File: src/rtl/sy_mem_arb.sv
// Purpose: shares one memory port between instruction fetch (IF) and the load/store unit (LSU).
// Latency: a request accepted in cycle N is presented on mem_req_* in cycle N+1; responses route with zero latency.
// Backpressure: a loaded request is held until mem_req_ready_i; no requester is ready while OSTD requests are in flight.
//
// Ports:
//   clk_i, rst_i          clock, synchronous active-high reset
//   if_req_*              IF read requests (valid/addr/ready)
//   lsu_req_*             LSU requests (valid/addr/we/wdata/be/ready)
//   mem_req_*             registered request stage towards memory (valid/ready handshake)
//   mem_rsp_*             in-order memory responses, one per request
//   if_rsp_valid_o,
//   lsu_rsp_valid_o,
//   rsp_rdata_o           response routed back to its originator
//   ostd_cnt_o            number of accepted requests still waiting for a response
//   err_o                 sticky: a response arrived with nothing outstanding
//
// Build option: define SY_MEM_ARB_LSU_PRIO_EN to give the LSU fixed priority over IF;
// by default the two requesters are served round-robin on a tie.

// Grant-ID FIFO: records who issued each outstanding request, in order.
// Latency: head reflects a push on the following cycle.
// Backpressure: push when full and pop when empty are ignored; the caller bounds pushes.
module sy_mem_arb_fifo #(
    parameter int W     = 1,
    parameter int DEPTH = 4
) (
    input  logic                       clk_i,
    input  logic                       rst_i,
    input  logic                       push_i,
    input  logic [W-1:0]               push_dat_i,
    input  logic                       pop_i,
    output logic [W-1:0]               head_dat_o,
    output logic                       empty_o,
    output logic [$clog2(DEPTH):0]     cnt_o
);
    localparam int PW = $clog2(DEPTH);
    localparam int CW = PW + 1;

    logic [W-1:0]  mem_q [DEPTH];
    logic [PW-1:0] wr_ptr_q, wr_ptr_d;
    logic [PW-1:0] rd_ptr_q, rd_ptr_d;
    logic [CW-1:0] cnt_q, cnt_d;
    logic          push_ok;
    logic          pop_ok;

    assign empty_o    = (cnt_q == '0);
    assign push_ok    = push_i & (cnt_q < CW'(DEPTH));
    assign pop_ok     = pop_i & ~empty_o;
    assign head_dat_o = mem_q[rd_ptr_q];
    assign cnt_o      = cnt_q;

    // Pointers wrap naturally because DEPTH is a power of two.
    always_comb begin
        wr_ptr_d = push_ok ? wr_ptr_q + PW'(1) : wr_ptr_q;
        rd_ptr_d = pop_ok  ? rd_ptr_q + PW'(1) : rd_ptr_q;
        cnt_d    = cnt_q + CW'(push_ok) - CW'(pop_ok);
    end

    always_ff @(posedge clk_i) begin
        if (rst_i) begin
            wr_ptr_q <= '0;
            rd_ptr_q <= '0;
            cnt_q    <= '0;
        end else begin
            wr_ptr_q <= wr_ptr_d;
            rd_ptr_q <= rd_ptr_d;
            cnt_q    <= cnt_d;
        end
    end

    // Storage needs no reset: entries are only read while counted as valid.
    always_ff @(posedge clk_i) begin
        if (push_ok) begin
            mem_q[wr_ptr_q] <= push_dat_i;
        end
    end
endmodule

module sy_mem_arb #(
    parameter int AWTH = 64,
    parameter int DWTH = 64,
    parameter int OSTD = 4
) (
    input  logic                    clk_i,
    input  logic                    rst_i,
    input  logic                    if_req_valid_i,
    input  logic [AWTH-1:0]         if_req_addr_i,
    output logic                    if_req_ready_o,
    input  logic                    lsu_req_valid_i,
    input  logic [AWTH-1:0]         lsu_req_addr_i,
    input  logic                    lsu_req_we_i,
    input  logic [DWTH-1:0]         lsu_req_wdata_i,
    input  logic [DWTH/8-1:0]       lsu_req_be_i,
    output logic                    lsu_req_ready_o,
    output logic                    mem_req_valid_o,
    input  logic                    mem_req_ready_i,
    output logic [AWTH-1:0]         mem_req_addr_o,
    output logic                    mem_req_we_o,
    output logic [DWTH-1:0]         mem_req_wdata_o,
    output logic [DWTH/8-1:0]       mem_req_be_o,
    input  logic                    mem_rsp_valid_i,
    input  logic [DWTH-1:0]         mem_rsp_rdata_i,
    output logic                    if_rsp_valid_o,
    output logic                    lsu_rsp_valid_o,
    output logic [DWTH-1:0]         rsp_rdata_o,
    output logic [$clog2(OSTD):0]   ostd_cnt_o,
    output logic                    err_o
);
    localparam int CW = $clog2(OSTD) + 1;
    localparam int BW = DWTH / 8;

    logic            vld_q, vld_d;
    logic [AWTH-1:0] addr_q, addr_d;
    logic            we_q, we_d;
    logic [DWTH-1:0] wdata_q, wdata_d;
    logic [BW-1:0]   be_q, be_d;
    logic            last_lsu_q, last_lsu_d;   // 0: IF granted last, 1: LSU granted last
    logic            err_q, err_d;

    logic            stage_free;
    logic            issue;
    logic            grant_lsu;
    logic            grant_if;
    logic            accept;
    logic            gid_head;
    logic            gid_empty;
    logic            rsp_pop;
    logic [CW-1:0]   ostd_cnt;

    // The stage may reload when empty or when memory takes its content this cycle.
    // The in-flight limit uses the registered count, so a same-cycle response does not help.
    assign stage_free = ~vld_q | mem_req_ready_i;
    assign issue      = ~rst_i & stage_free & (ostd_cnt < CW'(OSTD));

`ifdef SY_MEM_ARB_LSU_PRIO_EN
    assign grant_lsu = lsu_req_valid_i;
`else
    // On a tie the requester not granted last wins.
    assign grant_lsu = lsu_req_valid_i & (~if_req_valid_i | ~last_lsu_q);
`endif
    assign grant_if  = if_req_valid_i & ~grant_lsu;

    assign if_req_ready_o  = issue & grant_if;
    assign lsu_req_ready_o = issue & grant_lsu;
    assign accept          = if_req_ready_o | lsu_req_ready_o;

    always_comb begin
        vld_d      = vld_q;
        addr_d     = addr_q;
        we_d       = we_q;
        wdata_d    = wdata_q;
        be_d       = be_q;
        last_lsu_d = last_lsu_q;
        if (stage_free) begin
            vld_d = accept;
        end
        if (lsu_req_ready_o) begin
            addr_d     = lsu_req_addr_i;
            we_d       = lsu_req_we_i;
            wdata_d    = lsu_req_wdata_i;
            be_d       = lsu_req_be_i;
            last_lsu_d = 1'b1;
        end else if (if_req_ready_o) begin
            addr_d     = if_req_addr_i;
            we_d       = 1'b0;
            wdata_d    = '0;
            be_d       = '0;
            last_lsu_d = 1'b0;
        end
    end

    always_ff @(posedge clk_i) begin
        if (rst_i) begin
            vld_q      <= 1'b0;
            addr_q     <= '0;
            we_q       <= 1'b0;
            wdata_q    <= '0;
            be_q       <= '0;
            last_lsu_q <= 1'b0;
            err_q      <= 1'b0;
        end else begin
            vld_q      <= vld_d;
            addr_q     <= addr_d;
            we_q       <= we_d;
            wdata_q    <= wdata_d;
            be_q       <= be_d;
            last_lsu_q <= last_lsu_d;
            err_q      <= err_d;
        end
    end

    sy_mem_arb_fifo #(
        .W     (1),
        .DEPTH (OSTD)
    ) u_gid_fifo (
        .clk_i      (clk_i),
        .rst_i      (rst_i),
        .push_i     (accept),
        .push_dat_i (lsu_req_ready_o),
        .pop_i      (mem_rsp_valid_i),
        .head_dat_o (gid_head),
        .empty_o    (gid_empty),
        .cnt_o      (ostd_cnt)
    );

    // A response with nothing outstanding is dropped and flagged until reset.
    assign rsp_pop = mem_rsp_valid_i & ~gid_empty;
    assign err_d   = err_q | (mem_rsp_valid_i & gid_empty);

    assign if_rsp_valid_o  = rsp_pop & ~gid_head;
    assign lsu_rsp_valid_o = rsp_pop & gid_head;
    assign rsp_rdata_o     = mem_rsp_rdata_i;

    assign mem_req_valid_o = vld_q;
    assign mem_req_addr_o  = addr_q;
    assign mem_req_we_o    = we_q;
    assign mem_req_wdata_o = wdata_q;
    assign mem_req_be_o    = be_q;
    assign ostd_cnt_o      = ostd_cnt;
    assign err_o           = err_q;
endmodule
File: config.mk
export PLATFORM = sky130hd
export DESIGN_NAME = sy_mem_arb
export DESIGN_NICKNAME = d
export VERILOG_FILES = /design/src/rtl/sy_mem_arb.sv
export SDC_FILE = /design/constraint.sdc
export NUM_CORES = 1
export LEC_CHECK = 0
export BUFFER_PORTS_ARGS = -buffer_cell sky130_fd_sc_hd__clkbuf_2
export CORE_AREA = 4 4 186 188
export DETAILED_ROUTE_END_ITERATION = 12
export DIE_AREA = 0 0 190 192
export REMOVE_ABC_BUFFERS = 1
export SLEW_MARGIN = 30
export SYNTH_ARGS = -nofsm -noshare
export SYNTH_HDL_FRONTEND = slang
export SYNTH_HIERARCHICAL = 1
export SYNTH_SLANG_ARGS = --single-unit
File: constraint.sdc
create_clock -name clk_i -period 3.53 [get_ports clk_i]
set_clock_uncertainty 0.1 [all_clocks]
set_input_delay 0.1765 -clock clk_i [delete_from_list [all_inputs] [get_ports clk_i]]
set_output_delay 0.1765 -clock clk_i [all_outputs]
set_load 0.005 [all_outputs]
-- After elaboration in Yosys (flattened, before gate mapping)
Memory sizes are Yosys's and may differ from the RTL's. A register that Yosys moved wholly into a read port is not among the register bits.
Index checks and enable logic that the tools add are counted.
- RAM bits: 4
- logic and storage cells: 53
- memories: 1
- register bits after elaboration: 147
- memories (memory ; words ; bits a word ; read ports ; clocked after memory_dff ; write ports ; RTL line ; text):
    u_gid_fifo.mem_q ; 4 ; 1 ; 1 ; 1 ; 1 ; 39 ; logic [W-1:0] mem_q [DEPTH];
- muxes and demuxes: 13
- bitwise gates (word level): 22
- reduce and logical (&&, ||, !) cells: 2
- add/subtract/negate cells: 4
- magnitude comparators: 1
- operators by type and width (cell ; count):
    64-bit 2-to-1 mux ; 4
    8-bit 2-to-1 mux ; 2
    1-bit bitwise AND ; 11
    1-bit inverter ; 7
    1-bit 2-to-1 mux ; 5
    2-bit by 1-bit adder with 2-bit output (second input constant) ; 2
    2-bit 2-to-1 mux ; 2
    1-bit bitwise OR ; 4
    3-bit by 1-bit adder with 3-bit output ; 1
    3-bit logical NOT ; 1
    3-bit less-than comparator (second input constant) ; 1
    3-bit by 1-bit subtractor with 3-bit output ; 1
    2-bit nonzero test ; 1

-- Longest topological paths before layout
- depth in word-level cells: 10
- depth in mapped cells: 15
- depth with buffers taken out: 11

-- Cells and area by module
The synthesis kept the hierarchy.
- by module, submodules not included (module ; area an instance (um2) ; times used ; sequential area each (um2) ; cells an instance):
    sy_mem_arb ; 7314.5 ; 1 ; 2802.7 ; 836
    sy_mem_arb_fifo ; 588.1 ; 1 ; 300.3 ; 52

-- Worst setup path after synthesis
OpenSTA, ideal clock, no wires.
- path kind: register -> register
- start: reg u_gid_fifo.cnt_q[2], in the netlist u_gid_fifo/cnt_o[2]
- end: reg u_gid_fifo.cnt_q[2], in the netlist u_gid_fifo/cnt_o[2]
- stages on the path, launching flop included: 15
- setup time: 0.115 ns
- clock period less this slack: 2.933 ns
- arrival: 2.718 ns
- setup slack: 0.597 ns
- cell sequence: dfxtp_1 > or2_1 > buf_4 > nor3_2 > buf_2 > nor2b_1 > clkbuf_1 > inv_1 > ha_1 > inv_1 > ha_1 > fa_1 > xnor2_1 > xnor2_1 > nor2_1
- cells in the longest elaborated chain, start to end: 7
- elaborated cells on any way between the ends: 11
- those cells by class: 2 x add/sub; 1 x order compare; 7 x bitwise; 1 x reduce/logical
- ends and longest elaborated chain (element ; RTL line ; text):
    start: declaration ; 42 ; logic [CW-1:0] cnt_q, cnt_d;
    start signal: assignment ; 67 ; cnt_q <= cnt_d;
    3-bit less-than comparator (*) ; 133 ; assign issue = ~rst_i & stage_free & (ostd_cnt < CW'(OSTD));
    1-bit bitwise AND (*) ; 133 ;
    1-bit bitwise AND (on tied branches) ; 143, 144 ;
    1-bit bitwise OR (*) ; 145 ; assign accept = if_req_ready_o | lsu_req_ready_o;
    net accept ; 124 ; logic accept;
    1-bit bitwise AND (*) ; 47 ; assign push_ok = push_i & (cnt_q < CW'(DEPTH));
    3-bit by 1-bit adder with 3-bit output (*) ; 56 ; cnt_d = cnt_q + CW'(push_ok) - CW'(pop_ok);
    3-bit by 1-bit subtractor with 3-bit output (*) ; 56 ;
Mark *: on every way through the listed nets, which the timed path passes. The rest lies on a longest branch.
A chain may end at the register's enable or synchronous reset.

-- Worst setup path in the final report
- start: reg u_gid_fifo.cnt_q[2], in the netlist u_gid_fifo/cnt_o[2]
- end: reg addr_q[41], in the netlist mem_req_addr_o[41]
- cells in the longest elaborated chain, start to end: 4
- elaborated cells on any way between the ends: 6
- those cells by class: 1 x order compare; 1 x mux; 3 x bitwise; 1 x reduce/logical
- ends and longest elaborated chain (element ; RTL line ; text):
    3-bit less-than comparator (*) ; 133 ;
    1-bit bitwise AND (*) ; 133 ;
    1-bit bitwise AND (on tied branches) ; 144, 143 ;
    64-bit 2-to-1 mux or 2-bit nonzero test (tied branches) ; n/a ;
    end signal: assignment ; 183 ; addr_q <= addr_d;
    end: declaration ; 113 ; logic [AWTH-1:0] addr_q, addr_d;
Mark *: on every way between the ends. The rest lies on a longest branch, timed or not.

==> key figures <==
Clock tree
  – Clk sinks: 153
  – Worst skew pair latency: 430 ps
  – Clock Root Buffer: clkbuf_16
  – Clock buffer depth: 2
  – CTS tree: built
  – H-tree depth: 4
  – CTS clk-pin slew, worst paths: roughly 60 ps
  – CTS Buf Count: 17

Power
  – Seq pwr share: approximately a third
  – Worst VDD drop: 323 uV
  – Net switching power: around 1.9 mW
  – Clock network power share: roughly 34%
  – P_int: ~4.0 mW
  – Leak: 4.98 nW
  – Pwr per Cell Area: between 400 and 500 nW/um^2
  – Switching Share: between 30% and 40%
  – Combinational Power Share: 31.2%
  – Power Total: between 5 and 6 mW

Timing
  – Post-route minimum period: between 3000 and 4000 ps
  – RSZ-0062 raised after global routing: no
  – Crit share post-route: 92.7%
  – Setup tns final: 0 ps
  – Endpoints failing setup: 0
  – Worst-margin pin slew: 919 ps
  – Slew margin rel.: between 30 and 40%
  – F_max: roughly 0.31 GHz
  – Final Hold Fails: 0
  – Slew Limit Fails: 0

Global route
  – Maximum number of pins on one net before global-route repair: roughly 130
  – Vias in the first global route: 9275
  – First-pass GRT wire length: 56.4 mm
  – Total grt overflow: 0
  – Tot GR Track Use: roughly a fifth
  – Initial antenna violation count: 3

Logic synthesis
  – Synth warn: 6
  – Synth unique cells: 36
  – Part of the Yosys area used for sequential elements: approximately 39%
  – Yosys reg bits: approximately 150
  – Post-Synthesis Cells: approximately 890
  – Synthesized cell area: ~7900 sq um
  – Syn_area_per_cell: ~9 sq um

Floorplan
  – Num rows: 67
  – Die width: approximately 190 um
  – Die height: 192 um
  – Num ports: 481
  – Core area: 33100 sq um
  – Die Area: about 36000 sq um
  – Initial Util: 23.9%

Critical path
  – Crit Path Max Fanout: a little over 70
  – Crit Path Category: reg2reg
  – Data arrival time of the critical path: around 3600 ps
  – Worst setup SP type: flip-flop
  – CP endpoint kind: flip-flop
  – Critical path required time: ~3800 ps

Drt
  – Antenna-violating nets left: 0
  – DR iter-0 viols: between 800 and 900
  – DR vias: roughly 9500
  – Routed vias/inst: between 5 and 6
  – Drt drc: 0
  – Wirelength per Cell: approximately 22 um
  – First-pass iteration count of the detailed router: 6
  – Routed WL: slightly below 40 mm

Outcome
  – Status: finished clean

Cells and area
  – Fin nets: 1557
  – Commonest non-fill, non-tap cell in the layout: clkbuf_2
  – Most frequent cells in the layout: clkbuf_2 (351), dlygate4sd3_1 (203), dfxtp_1 (149), o31ai_1 (138), nand4_1 (137)
  – Share of cells above drive strength 1: between 30% and 40%
  – Multi-input gate area: ~3700 sq um
  – FILL cells: approximately 3300
  – Syn-to-layout area delta: 51.6%
  – Register area: 3100 sq um

Hold path
  – Hold Crit Class: in2reg

Placed design
  – Final HPWL DP: between 20 and 25 mm
  – PortBufs: roughly 350
  – Final GP Congestion: between 0.7 and 0.8

Job
  – Max-cap violations: 0
-- worst max-delay path, stage by stage, from the launching register on --
cell and delay (ps):
dfxtp_1 520, or2_4 210, buf_4 660, buf_6 560, o31ai_1 140, a311oi_1 360
dlygate4sd3_1 610
-- final cells by class --
| class | count | area share (%) |
|---|---|---|
| diodes | 1 | 0.0209 |
| clock buffers | 22 | 4.04 |
| clock inverters | 7 | 1.18 |
| inverters | 7 | 0.219 |
| multi-input cells | 527 | 30.5 |
| flip-flops and latches | 153 | 25.9 |
| well taps | 448 | 4.68 |
| repair buffers | 573 | 33.4 |
-- kinds of logic (layout without fill, tap and decap cells) --
| kind of cell | count (synthesis) | in the layout | synth area share, % |
|---|---|---|---|
| AO/OA/AOI/OAI | 347 | 347 | 30.6 |
| flip-flops | 153 | 153 | 39.3 |
| XOR/XNOR | 4 | 4 | 0.443 |
| adder cells (fa/ha/maj) | 7 | 7 | 1.20 |
| AND/OR/NAND/NOR | 167 | 167 | 13.0 |
| buffers and inverters | 208 | 609 | 15.2 |
| other | 0 | 1 | 0 |
| multiplexers | 2 | 2 | 0.412 |
-- routing by layer --
layer / wire (um) / global-route usage, % / part of all wire (%) / up-vias
met5: 312 / 5.91 / 0.81 / -
met4: 1250 / 7.90 / 3.2 / 10
met3: 5670 / 12.3 / 15 / 89
met2: 16400 / 28.2 / 42 / 664
met1: 15100 / 24.2 / 39 / 4449
li1: - / - / - / 4254
-- cell usage after synthesis --
master / n / share of area [%]
dfxtp_1: 149 / 38
o31ai_1: 138 / 13
nand4_1: 137 / 11
a21oi_1: 76 / 4.8
buf_4: 72 / 6.8
clkbuf_1: 66 / 3.1
a311oi_1: 65 / 7.2
a31oi_1: 65 / 5.1
buf_2: 45 / 2.8
buf_6: 12 / 1.7
nor2_1: 9 / 0.43
inv_1: 7 / 0.33
buf_1: 6 / 0.28
ha_1: 6 / 0.95
and2_1: 4 / 0.32
edfxtp_1: 4 / 1.5
nor2b_1: 4 / 0.32
xnor2_1: 3 / 0.33
nand2b_1: 2 / 0.16
nor3_1: 2 / 0.13
a21bo_2: 1 / 0.13
a21boi_1: 1 / 0.095
and3_1: 1 / 0.079
and3b_1: 1 / 0.11
fa_1: 1 / 0.25
mux2i_1: 1 / 0.13
mux4_2: 1 / 0.28
nand2_1: 1 / 0.047
nor2_2: 1 / 0.079
nor3_2: 1 / 0.13
nor3b_1: 1 / 0.095
o21ai_0: 1 / 0.063
or2_1: 1 / 0.079
or2_2: 1 / 0.079
or3_1: 1 / 0.079
xor2_1: 1 / 0.11
-- timing repair --
action	in CTS	in global routing
hold buffers	203	0
resized for setup	0	1
setup buffers	0	0
endpoints found under the hold margin	139	0
setup endpoints to repair	0	8
-- stage by stage --
step	area, sq um	setup WS [ps]	instances	hold slack, ps	util [%]
2_1_floorplan	6730	-5420	687	146	-
3_3_place_gp	9300	633	1505	253	28.1
3_5_place_dp	9310	623	1505	253	28.1
4_1_cts	12000	118	1737	30.0	36.1
5_1_grt	12000	121	1738	69.7	36.2
6_report	12000	258	1738	68.0	36.2
-- power by group through the flow --
stage / clock [mW] / sequential [mW] / combinational [mW]
after floorplan: 0 / 2.13 / 0.816
after global placement: 0 / 2.13 / 1.53
after detailed placement: 0 / 2.14 / 1.54
after CTS: 2.06 / 2.10 / 1.83
after global routing: 2.13 / 2.13 / 2.02
final: 2.00 / 2.11 / 1.86
-- flip-flops by register name (all words and copies together) (netlist names), named ones only --
name,flops
u_gid_fifo/mem_q,4
mem_req_we_o,1
u_gid_fifo/rd_ptr_q,2
last_lsu_q,1
err_o,1
u_gid_fifo/cnt_o,3
u_gid_fifo/wr_ptr_q,2
mem_req_addr_o,64
mem_req_be_o,8
mem_req_valid_o,1
mem_req_wdata_o,64
-- path summary, 6_finish.rpt --
kind                                     startpoint                  end  slack (ps)  depth (start not counted)
worst min-delay path                lsu_req_valid_i           last_lsu_q          70                          3
worst min register to register  mem_req_wdata_o[61]  mem_req_wdata_o[61]         360                          2
worst max-delay path            u_gid_fifo/cnt_o[2]   mem_req_addr_o[41]         260                          6
worst max register to register  u_gid_fifo/cnt_o[2]   mem_req_addr_o[41]         260                          6
Note: power is estimated with default switching activity, not from simulation.
